`config.mk`:
```
export PLATFORM = sky130hd
export DESIGN_NAME = countdown_timer
export DESIGN_NICKNAME = d
export VERILOG_FILES = /design/src/rtl/countdown_timer.sv
export SDC_FILE = /design/constraint.sdc
export NUM_CORES = 1
export LEC_CHECK = 0
export BUFFER_PORTS_ARGS = -buffer_cell sky130_fd_sc_hd__buf_4
export CAP_MARGIN = 20
export CORE_UTILIZATION = 50
export CTS_BUF_LIST = sky130_fd_sc_hd__clkbuf_8
export CTS_CLUSTER_SIZE = 12
export DETAILED_ROUTE_END_ITERATION = 12
export PLACE_DENSITY = 0.71
export SLEW_MARGIN = 20
export SYNTH_ARGS = -nofsm -noshare
export SYNTH_HDL_FRONTEND = slang
export SYNTH_SLANG_ARGS = --single-unit
export TNS_END_PERCENT = 30
```
`constraint.sdc`:
```
create_clock -name clk -period 3.2 [get_ports clk]
set_input_delay 0.32 -clock clk [delete_from_list [all_inputs] [get_ports clk]]
set_output_delay 0.32 -clock clk [all_outputs]
set_load 0.005 [all_outputs]
```
`src/rtl/countdown_timer.sv`:
```
// countdown_timer
//   Software-programmed down-counter. A period is loaded through a
//   valid/ready handshake, start begins counting, and each time the count
//   runs out a one-cycle expired pulse is emitted. The block then either
//   reloads the latched period (auto_reload) or falls back to IDLE. A
//   saturating tally of expiries is kept for software read-back.
//
// Ports:
//   clk          clock, all logic on the rising edge
//   areset       synchronous reset, active-low
//   load_valid   load_value is valid this cycle
//   load_ready   a load is accepted this cycle (IDLE or LOADED)
//   load_value   period in cycles; 0 is treated as 1
//   auto_reload  sampled at each expiry; 1 restarts from the latched period
//   start        strobe: begin counting from the latched period (LOADED only)
//   stop         strobe: abort and return to IDLE
//   clear_tally  zeroes the tally (wins over a same-edge expiry)
//   count        live remaining count
//   armed        state == LOADED
//   busy         state == RUN
//   expired      one-cycle pulse on each expiry
//   tally        expiry count, saturating at all-ones
module countdown_timer #(
    parameter int WIDTH       = 32,
    parameter int TALLY_WIDTH = 16
) (
    input  logic                   clk,
    input  logic                   areset,
    input  logic                   load_valid,
    output logic                   load_ready,
    input  logic [WIDTH-1:0]       load_value,
    input  logic                   auto_reload,
    input  logic                   start,
    input  logic                   stop,
    input  logic                   clear_tally,
    output logic [WIDTH-1:0]       count,
    output logic                   armed,
    output logic                   busy,
    output logic                   expired,
    output logic [TALLY_WIDTH-1:0] tally
);

    typedef enum logic [1:0] {
        IDLE   = 2'd0,
        LOADED = 2'd1,
        RUN    = 2'd2
    } state_t;

    state_t           state;
    logic [WIDTH-1:0] period_reg;
    logic [WIDTH-1:0] load_eff;
    logic             stop_hit;
    logic             expire_now;

    assign load_ready = (state != RUN);
    assign armed      = (state == LOADED);
    assign busy       = (state == RUN);

    // A zero period would never expire; treat it as one cycle.
    assign load_eff   = (load_value == '0) ? WIDTH'(1) : load_value;

    // stop only has an effect outside IDLE, and it suppresses any expiry
    // that would otherwise land on the same edge.
    assign stop_hit   = stop && (state != IDLE);
    assign expire_now = (state == RUN) && !stop && (count <= WIDTH'(1));

    always_ff @(posedge clk) begin
        if (!areset) begin
            state      <= IDLE;
            period_reg <= '0;
            count      <= '0;
            expired    <= 1'b0;
            tally      <= '0;
        end else begin
            expired <= 1'b0;

            if (stop_hit) begin
                state <= IDLE;
                count <= '0;
            end else if (load_valid && load_ready) begin
                period_reg <= load_eff;
                count      <= load_eff;
                // A start that coincides with a load in LOADED runs the new value.
                state      <= (state == LOADED && start) ? RUN : LOADED;
            end else if (state == LOADED && start) begin
                state <= RUN;
            end else if (state == RUN) begin
                if (expire_now) begin
                    expired <= 1'b1;
                    if (auto_reload) begin
                        count <= period_reg;
                    end else begin
                        count <= '0;
                        state <= IDLE;
                    end
                end else begin
                    count <= count - WIDTH'(1);
                end
            end

            if (clear_tally)
                tally <= '0;
            else if (expire_now && tally != '1)
                tally <= tally + TALLY_WIDTH'(1);
        end
    end

endmodule
```
==> results of run 1 <==
-- synthesized netlist by cell type, types with 3 or more instances --
master / number
nor3_1: 19
xor2_1: 20
a21boi_0: 32
a21o_1: 7
dfxtp_1: 83
nor2b_1: 3
clkbuf_1: 28
nand2_1: 85
xnor2_1: 16
or4_1: 3
o22ai_1: 11
and2_1: 3
a211oi_1: 8
a31oi_1: 16
a311oi_1: 7
nand2b_1: 6
nor4b_1: 3
nor4_1: 17
o21ai_0: 14
ha_1: 3
nand3_1: 17
or3_1: 5
nor2_1: 40
inv_1: 4
nand4_1: 8
buf_1: 4
mux2i_1: 32
a21oi_1: 11
buf_2: 4
a221oi_1: 3
and3_1: 16
-- metal layers --
metal	up-vias	track usage, %
met1	2072	36.62
met4	0	8.088
met3	15	5.712
met5	-	0
met2	155	46.54
li1	2121	-
-- worst paths after layout --
kind / startpoint / end / slack [ns] / depth (start not counted)
setup reg to reg: count[24] / tally[15] / 0.47 / 7
setup / recovery: count[24] / tally[15] / 0.47 / 7
hold / removal: load_value[3] / period_reg[3] / 0.22 / 3
hold reg to reg: period_reg[20] / count[20] / 0.46 / 1
-- cell families (layout without fill, tap and decap cells) --
family                   after synthesis  count (layout)
AND/OR/NAND/NOR                      237             237
AO/OA/AOI/OAI                        116             116
flip-flops                            83              83
buffers and inverters                 41             116
XOR/XNOR                              36              36
multiplexers                          32              32
adder cells (fa/ha/maj)                3               3
-- area by class of cell --
cell class	instances	area share [%]
timing repair buffer	96	13.55
clock inverter	6	1.664
tap	108	2.497
sequential	83	30.70
clock buffer	10	2.543
inverter	4	0.2774
multi-input combinational	424	48.77
-- metrics by stage --
stage / cell area, um^2 / power, mW / utilization (%)
global route: 5413 / 2.732 / 62.37
finish: 5413 / 2.609 / 62.37
floorplan: 4462 / 1.545 / -
global placement: 5185 / 1.751 / 59.75
CTS: 5413 / 2.613 / 62.37
detailed placement: 5185 / 1.762 / 59.75
-- power by group --
part / leakage (nW) / internal (mW) / switching [mW] / total (mW)
registers: 0.680 / 1.10 / 0.0845 / 1.18
clock network: 0.118 / 0.463 / 0.398 / 0.860
logic: 1.49 / 0.262 / 0.303 / 0.564
total: 2.29 / 1.82 / 0.785 / 2.61
-- worst register-to-register path: stages, from the launching register on --
cell and delay, ns:
dfxtp_1 0.38, or4_4 0.58, or4_1 0.50, nor3_4 0.25
buf_12 0.26, nand4_1 0.20, or3_1 0.34, a21oi_1 0.14
==> flow_summary.toml, run 1 <==
[power_and_ir_drop]
vdd_ir_drop_max_mv = 0.3273
power.density_nw_per_um2 = 482.0
leakage_nw = 2.287

[floorplan]
start_util_pct = 51.41
row_count = 34
coreArea_um2 = 8678
fp.dieH_um = 96.47
die_w_um = 96.47
dieArea_um2 = 9306
io_pins = 91

[route]
ant_nets = 0
dr.pass1.iters = 5
routed_wl_um = 12560
wl_met3_um = 771
vias = 4363
drt_iter0_markers = 235
drcViolationCount = 0
highest_layer = "met4"
wl_met2_um = 5849
wire_per_inst_um = 17.18
avgViaCountPerCell = 5.969
drt-met1-wl_um = 5785

[yosys]
synth_edf_count = 0
synthSimpleGateAreaFrac_pct = 26.25
post_synth_mux_area_share_pct = 7.179
synth.cell_area_um2 = 4462
synth_compound_area_share_pct = 17.84
synth_xor_area_share_pct = 7.067
yosys_warnings = 0
syn_nets = 590
synth_top_area_share_pct = 37.24
ys_seq_area_share_pct = 37.24
yosys.area.top_type = "dfxtp_1"
syn_area_per_cell_um2 = 8.142
synth_cell_types = 46
ys_ff_latch = 83
async_flop_share_pct = 0
yosys.area_share.adder_pct = 0.8413
synthCells = 548
ys_top_cells_by_area = "dfxtp_1, mux2i_1, nand2_1"
yosys_most_used_dff = "dfxtp_1"
synth_top_family_by_area = "simple AND/OR/NAND/NOR gates"

[job]
drv_cap = 0

[final_layout]
layout-drive-gt1-share_pct = 18.78
final_common_cell = "buf_4"
fillers = 791
layout.cells.non_filler = 731
area_delta_synth_final_pct = 21.31
multi_input_area_um2 = 2640
diodes = 0
layout_common_cells = "buf_4, nand2_1, dfxtp_1"
fin_nets = 660
regArea_um2 = 1662

[clock_tree]
clockRootBuffer = "clkbuf_8"
numCtsBuffers = 9
postCtsHoldBufs = 0
cts_tree = "built"
clkTransAtPathRegs_ns = 0.10
cts_resized = 0
post_cts_buffers = 0
clk_latency_ns = 0.36
max-clock-path-buffers = 2
h-tree-depth = 3
cts_sinks = 83

[run_status]
status = "finished, final reports clean"

[timing]
layout_worst_path_cycle_share_pct = 85.42
max_freq_mhz = 365.8
setup_viol = 0
fin_skew_ns = 0.01584
finalSetupTns_ns = 0
hold_viol_final = 0
fin_ws_ns = 0.4666
slew_headroom_pct = 47.57
tightest_slew_ns = 0.7846
finalCriticalPeriod_ns = 2.733
rsz0062_at_grt = "no"
whs_ns = 0.2238
drv_slew = 0

[worst_setup_path]
path_delay_family = "simple AND/OR/NAND/NOR gates"
critPathBufInv = 1
path_cells = "or4_4, or4_1, nor3_4, buf_12, nand4_1, or3_1, a21oi_1"
cp-start-kind = "flop"
worstSetupEndpointType = "flop"
critPathMaxFanout = 54
arrival_ns = 3.01
crit_required_ns = 3.47
cp_slowest_stage_delay_ns = 0.58
crit_type = "flop to flop"
slowest_stage = "or4_4"

[global_route]
first_global_vias = 3978
grt_usage_pct = 28.01
grt_overflow = 0
grt_max_degree = 55
grt_antenna_before_repair = 0
grt_pass1_wl_um = 20090

[place]
place.gp.congestion = 0.9121
post-dp-hpwl_um = 8432
numPlacedInstances = 715
port_buffers = 90
post-place-ws_ns = 0.5033

[worst_hold_path]
hold_class = "input port to flop"
(Power assumes the default switching activity.)
==> run 2: changes to the inputs <==
ABC_AREA = 1   (was unset)
PLACE_DENSITY = 0.7   (was 0.71)
SLEW_MARGIN = unset   (was 20)
==> flow_summary.toml, run 2 <==
[clock_tree]
numCtsBuffers = 9
cts_tree = "built"
h-tree-depth = 3
post_cts_buffers = 0
max-clock-path-buffers = 2
clockRootBuffer = "clkbuf_8"
cts_sinks = 83
postCtsHoldBufs = 0
clkTransAtPathRegs_ns = 0.09
clk_latency_ns = 0.36
cts_resized = 0

[power_and_ir_drop]
vdd_ir_drop_max_mv = 0.2570
leakage_nw = 2.739
power.density_nw_per_um2 = 437.2

[yosys]
synth.cell_area_um2 = 4903
synth_most_common_cell = "nand2_1"
yosys_warnings = 0
yosys_most_used_dff = "dfxtp_1"
synth_top_area_share_pct = 33.89
ys_seq_area_share_pct = 33.89
ys_ff_latch = 83
netlist_top_cells_count = "nand2_1, inv_1, nor2_1"
async_flop_share_pct = 0
synthCells = 785
yosys.area.top_type = "dfxtp_1"
syn_nets = 827
ys_top_cells_by_area = "dfxtp_1, nand2_1, inv_1"
synth_cell_types = 33
synth_edf_count = 0
syn_area_per_cell_um2 = 6.246

[global_route]
first_global_vias = 5106
grt_pass1_wl_um = 24690
grt_usage_pct = 30.97
grt_antenna_before_repair = 0
grt_overflow = 0
grt_max_degree = 49

[timing]
drv_slew = 0
hold_viol_final = 0
tightest_slew_ns = 0.9622
rsz0062_at_grt = "no"
max_freq_mhz = 416.6
finalCriticalPeriod_ns = 2.401
layout_worst_path_cycle_share_pct = 75.02
finalSetupTns_ns = 0
slew_headroom_pct = 35.62
fin_skew_ns = 0.01425
setup_viol = 0

[worst_setup_path]
path_cells = "inv_2, nor2_4, inv_2, nor2_1, nand3_1, nor2_2, nand2_4, nor2_8, nand2_1, nand2_1, nand2_1, a21oi_2"
arrival_ns = 2.68
cpMostUsedCell = "nand2_1"
crit_required_ns = 3.47
worstSetupEndpointType = "flop"
cp_slowest_stage_delay_ns = 0.39
cp-start-kind = "flop"
ff2ff_setup_slack_ns = 0.80
crit_type = "flop to flop"
critPathMaxFanout = 26
slowest_stage = "nor2_4"

[job]
drv_cap = 0

[final_layout]
fillers = 904
layout_common_cells = "nand2_1, inv_1, nor2_1"
diodes = 0
area_delta_synth_final_pct = 19.95
final_common_cell = "nand2_1"
layout-drive-gt1-share_pct = 16.07
fin_nets = 908
multi_input_area_um2 = 2689
regArea_um2 = 1662
layout.cells.non_filler = 1000

[floorplan]
start_util_pct = 52.32
dieArea_um2 = 10210
die_w_um = 101.0
fp.dieH_um = 101.0
io_pins = 91
row_count = 35
coreArea_um2 = 9371

[route]
wire_per_inst_um = 15.29
routed_wl_um = 15290
vias = 5483
avgViaCountPerCell = 5.483
ant_nets = 0
drt_iter0_markers = 403
drcViolationCount = 0
dr.pass1.iters = 5

[worst_hold_path]
hold_class = "input port to flop"

[place]
place.gp.congestion = 0.9646
port_buffers = 90
numPlacedInstances = 984
post-dp-hpwl_um = 10970

[run_status]
status = "finished, final reports clean"
[run 2: path summary, 6_finish.rpt]
kind,cells past startpoint,endpoint,start
worst max-delay path,12,count[25],state[1]
worst min-delay path,3,period_reg[22],load_value[22]
worst max register to register,12,count[25],state[1]
worst min register to register,2,count[8],period_reg[8]
[run 2: power breakdown]
| part | switching (mW) | internal, mW |
|---|---|---|
| sequential | 0.0735 | 1.11 |
| clock | 0.402 | 0.350 |
| combinational | 0.404 | 0.235 |
[run 2: final cells by class]
class	count	share of cell area (%)
Multi-Input combinational cell	558	45.71
Sequential cell	83	28.25
Timing Repair Buffer	95	12.34
Inverter	119	7.594
Clock buffer	12	2.808
Tap cell	129	2.744
Clock inverter	4	0.5531
[run 2: cell families after synthesis]
kind of cell | after synthesis | share of synthesized area (%)
xor+xnor | 9 | 1.608
buf+inv | 144 | 11.38
compound gates | 168 | 18.91
fa+ha+maj | 3 | 0.7656
flops | 83 | 33.89
simple gates | 378 | 33.45
[run 2: metal layers]
layer | share of wire [%] | vias to the layer above | global-route usage [%]
met2 | 45 | 279 | 48.68
li1 | - | 2722 | -
met3 | 7.7 | 29 | 5.548
met4 | 2.0 | 0 | 13.71
met1 | 45 | 2453 | 41.51
met5 | 0 | - | 0
[run 2: through the flow]
| step | utilization (%) | setup slack (ns) | hold slack (ns) | cell area (um^2) | power, mW |
|---|---|---|---|---|---|
| after detailed placement | 60.65 | 0.8602 | 0.4582 | 5684 | 1.827 |
| after floorplan | - | 1.451 | 0.4398 | 4903 | 1.592 |
| after CTS | 62.76 | 0.8247 | 0.2160 | 5882 | 2.575 |
| after global placement | 60.65 | 0.8808 | 0.4521 | 5684 | 1.818 |
| final | 62.76 | 0.7994 | 0.2283 | 5882 | 2.572 |
| after global routing | 62.76 | 0.6080 | 0.2335 | 5882 | 2.712 |
[run 2: critical path, delay by kind of cell (launching register included)]
kind	cells	cell delay, ns
AND/OR/NAND/NOR	9	1.54
flip-flops	1	0.37
buffers and inverters	2	0.26
AO/OA/AOI/OAI	1	0.13
==> run 3: changes to the inputs <==
PLACE_DENSITY = 0.73   (was 0.7)
clock period = 2.05 ns   (was 3.2 ns; I/O delays follow)
==> flow_summary.toml, run 3 (synthesis gave the netlist of run 2 again) <==
[timing]
tightest_slew_ns = 0.5917
drv_slew = 0
setup_viol = 0
whs_ns = 0.09684
max_freq_mhz = 527.2
layout_worst_path_cycle_share_pct = 92.53
finalCriticalPeriod_ns = 1.897
hold_viol_final = 0
slew_headroom_pct = 60.50
finalSetupTns_ns = 0
fin_skew_ns = 0.007035

[worst_setup_path]
critPathMaxFanout = 7
worstSetupEndpointType = "flop"
crit_type = "flop to flop"
crit_required_ns = 2.37
cpMostUsedCell = "nand2_1"
cp_slowest_stage_delay_ns = 0.38
cp-startpoint = "count[6]"
cp-start-kind = "flop"
critPathBufInv = 1
path_cells = "nor2_1, nand2_1, nor2_1, nand2_1, nor2_2, nand3_1, nand2_1, nand2_1, o21ai_1, nand2_1, inv_1"
slowest_stage = "dfxtp_1"
path_delay_family = "simple AND/OR/NAND/NOR gates"
r2r_start = "count[6]"
arrival_ns = 2.22

[final_layout]
layout_common_cells = "nand2_1, buf_4, inv_1"
multi_input_area_um2 = 2748
area_delta_synth_final_pct = 26.79
layout-drive-gt1-share_pct = 20.77
final_common_cell = "nand2_1"
fin_nets = 944
regArea_um2 = 1662
diodes = 0
fillers = 918

[route]
vias = 5814
drcViolationCount = 0
routed_wl_um = 16520
dr.pass1.iters = 5
avgViaCountPerCell = 5.623
drt_iter0_markers = 370
ant_nets = 0
wire_per_inst_um = 15.97

[power_and_ir_drop]
power.density_nw_per_um2 = 682.8
switchingPower_mw = 1.415
vdd_ir_drop_max_mv = 0.6063
pwr-share-clk_pct = 30.5
p_sw_share_pct = 33.34
comb_power_share_pct = 26.5
internal_power_mw = 2.830
seqPwrFrac_pct = 43.0
leakage_nw = 2.922

[global_route]
grt_antenna_before_repair = 0
grt_overflow = 0
grt_pass1_wl_um = 26450
grt_usage_pct = 33.65
grt_max_degree = 35
first_global_vias = 5432

[clock_tree]
clkTransAtPathRegs_ns = 0.08
cts_tree = "built"
max-clock-path-buffers = 2
cts_sinks = 83
h-tree-depth = 3
numCtsBuffers = 9
clk_latency_ns = 0.37
clockRootBuffer = "clkbuf_8"

[floorplan]
dieArea_um2 = 10210
start_util_pct = 52.32
die_w_um = 101.0
coreArea_um2 = 9371
io_pins = 91
fp.dieH_um = 101.0
row_count = 35

[place]
post-dp-hpwl_um = 12270
place.gp.congestion = 0.9632
port_buffers = 90

[run_status]
status = "finished, final reports clean"

[worst_hold_path]
hold_class = "input port to flop"
worstHoldStart = "load_value[1]"

[job]
drv_cap = 0
run 3: cell types whose count changed in the layout (fill, tap and decap cells not counted), moves of 2 or more:
| cell | previous run | this run |
|---|---|---|
| buf_4 | 94 | 130 |
| nor2_1 | 101 | 94 |
| nor2_4 | 3 | 8 |
| clkbuf_8 | 12 | 9 |
| bufinv_16 | 0 | 2 |
| inv_1 | 114 | 112 |
| inv_2 | 5 | 7 |
| nand2_1 | 166 | 164 |
| nand2_2 | 4 | 6 |
| nor2_2 | 10 | 12 |
run 3: what timing repair did:
action                                  in CTS  in global routing
hold endpoints to repair                     0                  0
setup buffers                                0                  2
gates resized for setup                      0                 20
endpoints found under the setup margin       0                 36
hold buffers                                 0                  0
run 3: worst reg2reg max path, cell delays in order (launching register included):
cell     delay, ns
dfxtp_1       0.38
nor2_1        0.21
nand2_1       0.15
nor2_1        0.17
nand2_1       0.11
nor2_2        0.28
nand3_1       0.16
nand2_1       0.09
nand2_1       0.05
o21ai_1       0.13
nand2_1       0.07
inv_1         0.05
run 3: path summary, 6_finish.rpt:
path | endpoint | slack (ns) | cells after the start
worst max-delay path | count[31] | 0.15 | 11
worst min register to register | count[16] | 0.48 | 2
worst max register to register | count[31] | 0.15 | 11
worst min-delay path | period_reg[1] | 0.1 | 3
run 3: metal layers:
| metal | share of wire (%) | up-vias | GRT usage [%] | routed length [um] |
|---|---|---|---|---|
| li1 | - | 2794 | - | - |
| met1 | 44 | 2685 | 44.29 | 7217 |
| met2 | 46 | 294 | 55.69 | 7602 |
| met3 | 7.7 | 41 | 5.687 | 1265 |
| met4 | 2.6 | 0 | 11.48 | 431 |
| met5 | 0 | - | 0 | 0 |
run 3: layout make-up:
class                           instances  area share [%]
Inverter                              119           7.185
Timing Repair Buffer                  131           16.02
Tap cell                              129           2.596
Clock buffer                            9           1.992
Sequential cell                        83           26.73
Clock inverter                          5           1.288
Multi-Input combinational cell        558           44.19
run 3: power groups by stage:
stage | Combinational (mW) | Clock (mW) | Sequential [mW]
finish | 1.13 | 1.29 | 1.82
CTS | 1.08 | 1.31 | 1.82
global route | 1.25 | 1.37 | 1.84
global placement | 1.07 | 0 | 1.85
detailed placement | 1.08 | 0 | 1.85
floorplan | 0.637 | 0 | 1.85
run 3: per-stage QoR:
| stage | instances | area, um^2 | utilization [%] | power (mW) | setup slack (ns) |
|---|---|---|---|---|---|
| 5_1_grt | 1034 | 6217 | 66.34 | 4.453 | -0.008609 |
| 2_1_floorplan | 785 | 4903 | - | 2.485 | 0.3008 |
| 4_1_cts | 1032 | 6143 | 65.55 | 4.212 | 0.03851 |
| 6_report | 1034 | 6217 | 66.34 | 4.245 | 0.1531 |
| 3_3_place_gp | 1018 | 5939 | 63.38 | 2.916 | 0.1443 |
| 3_5_place_dp | 1018 | 5939 | 63.38 | 2.930 | 0.06614 |
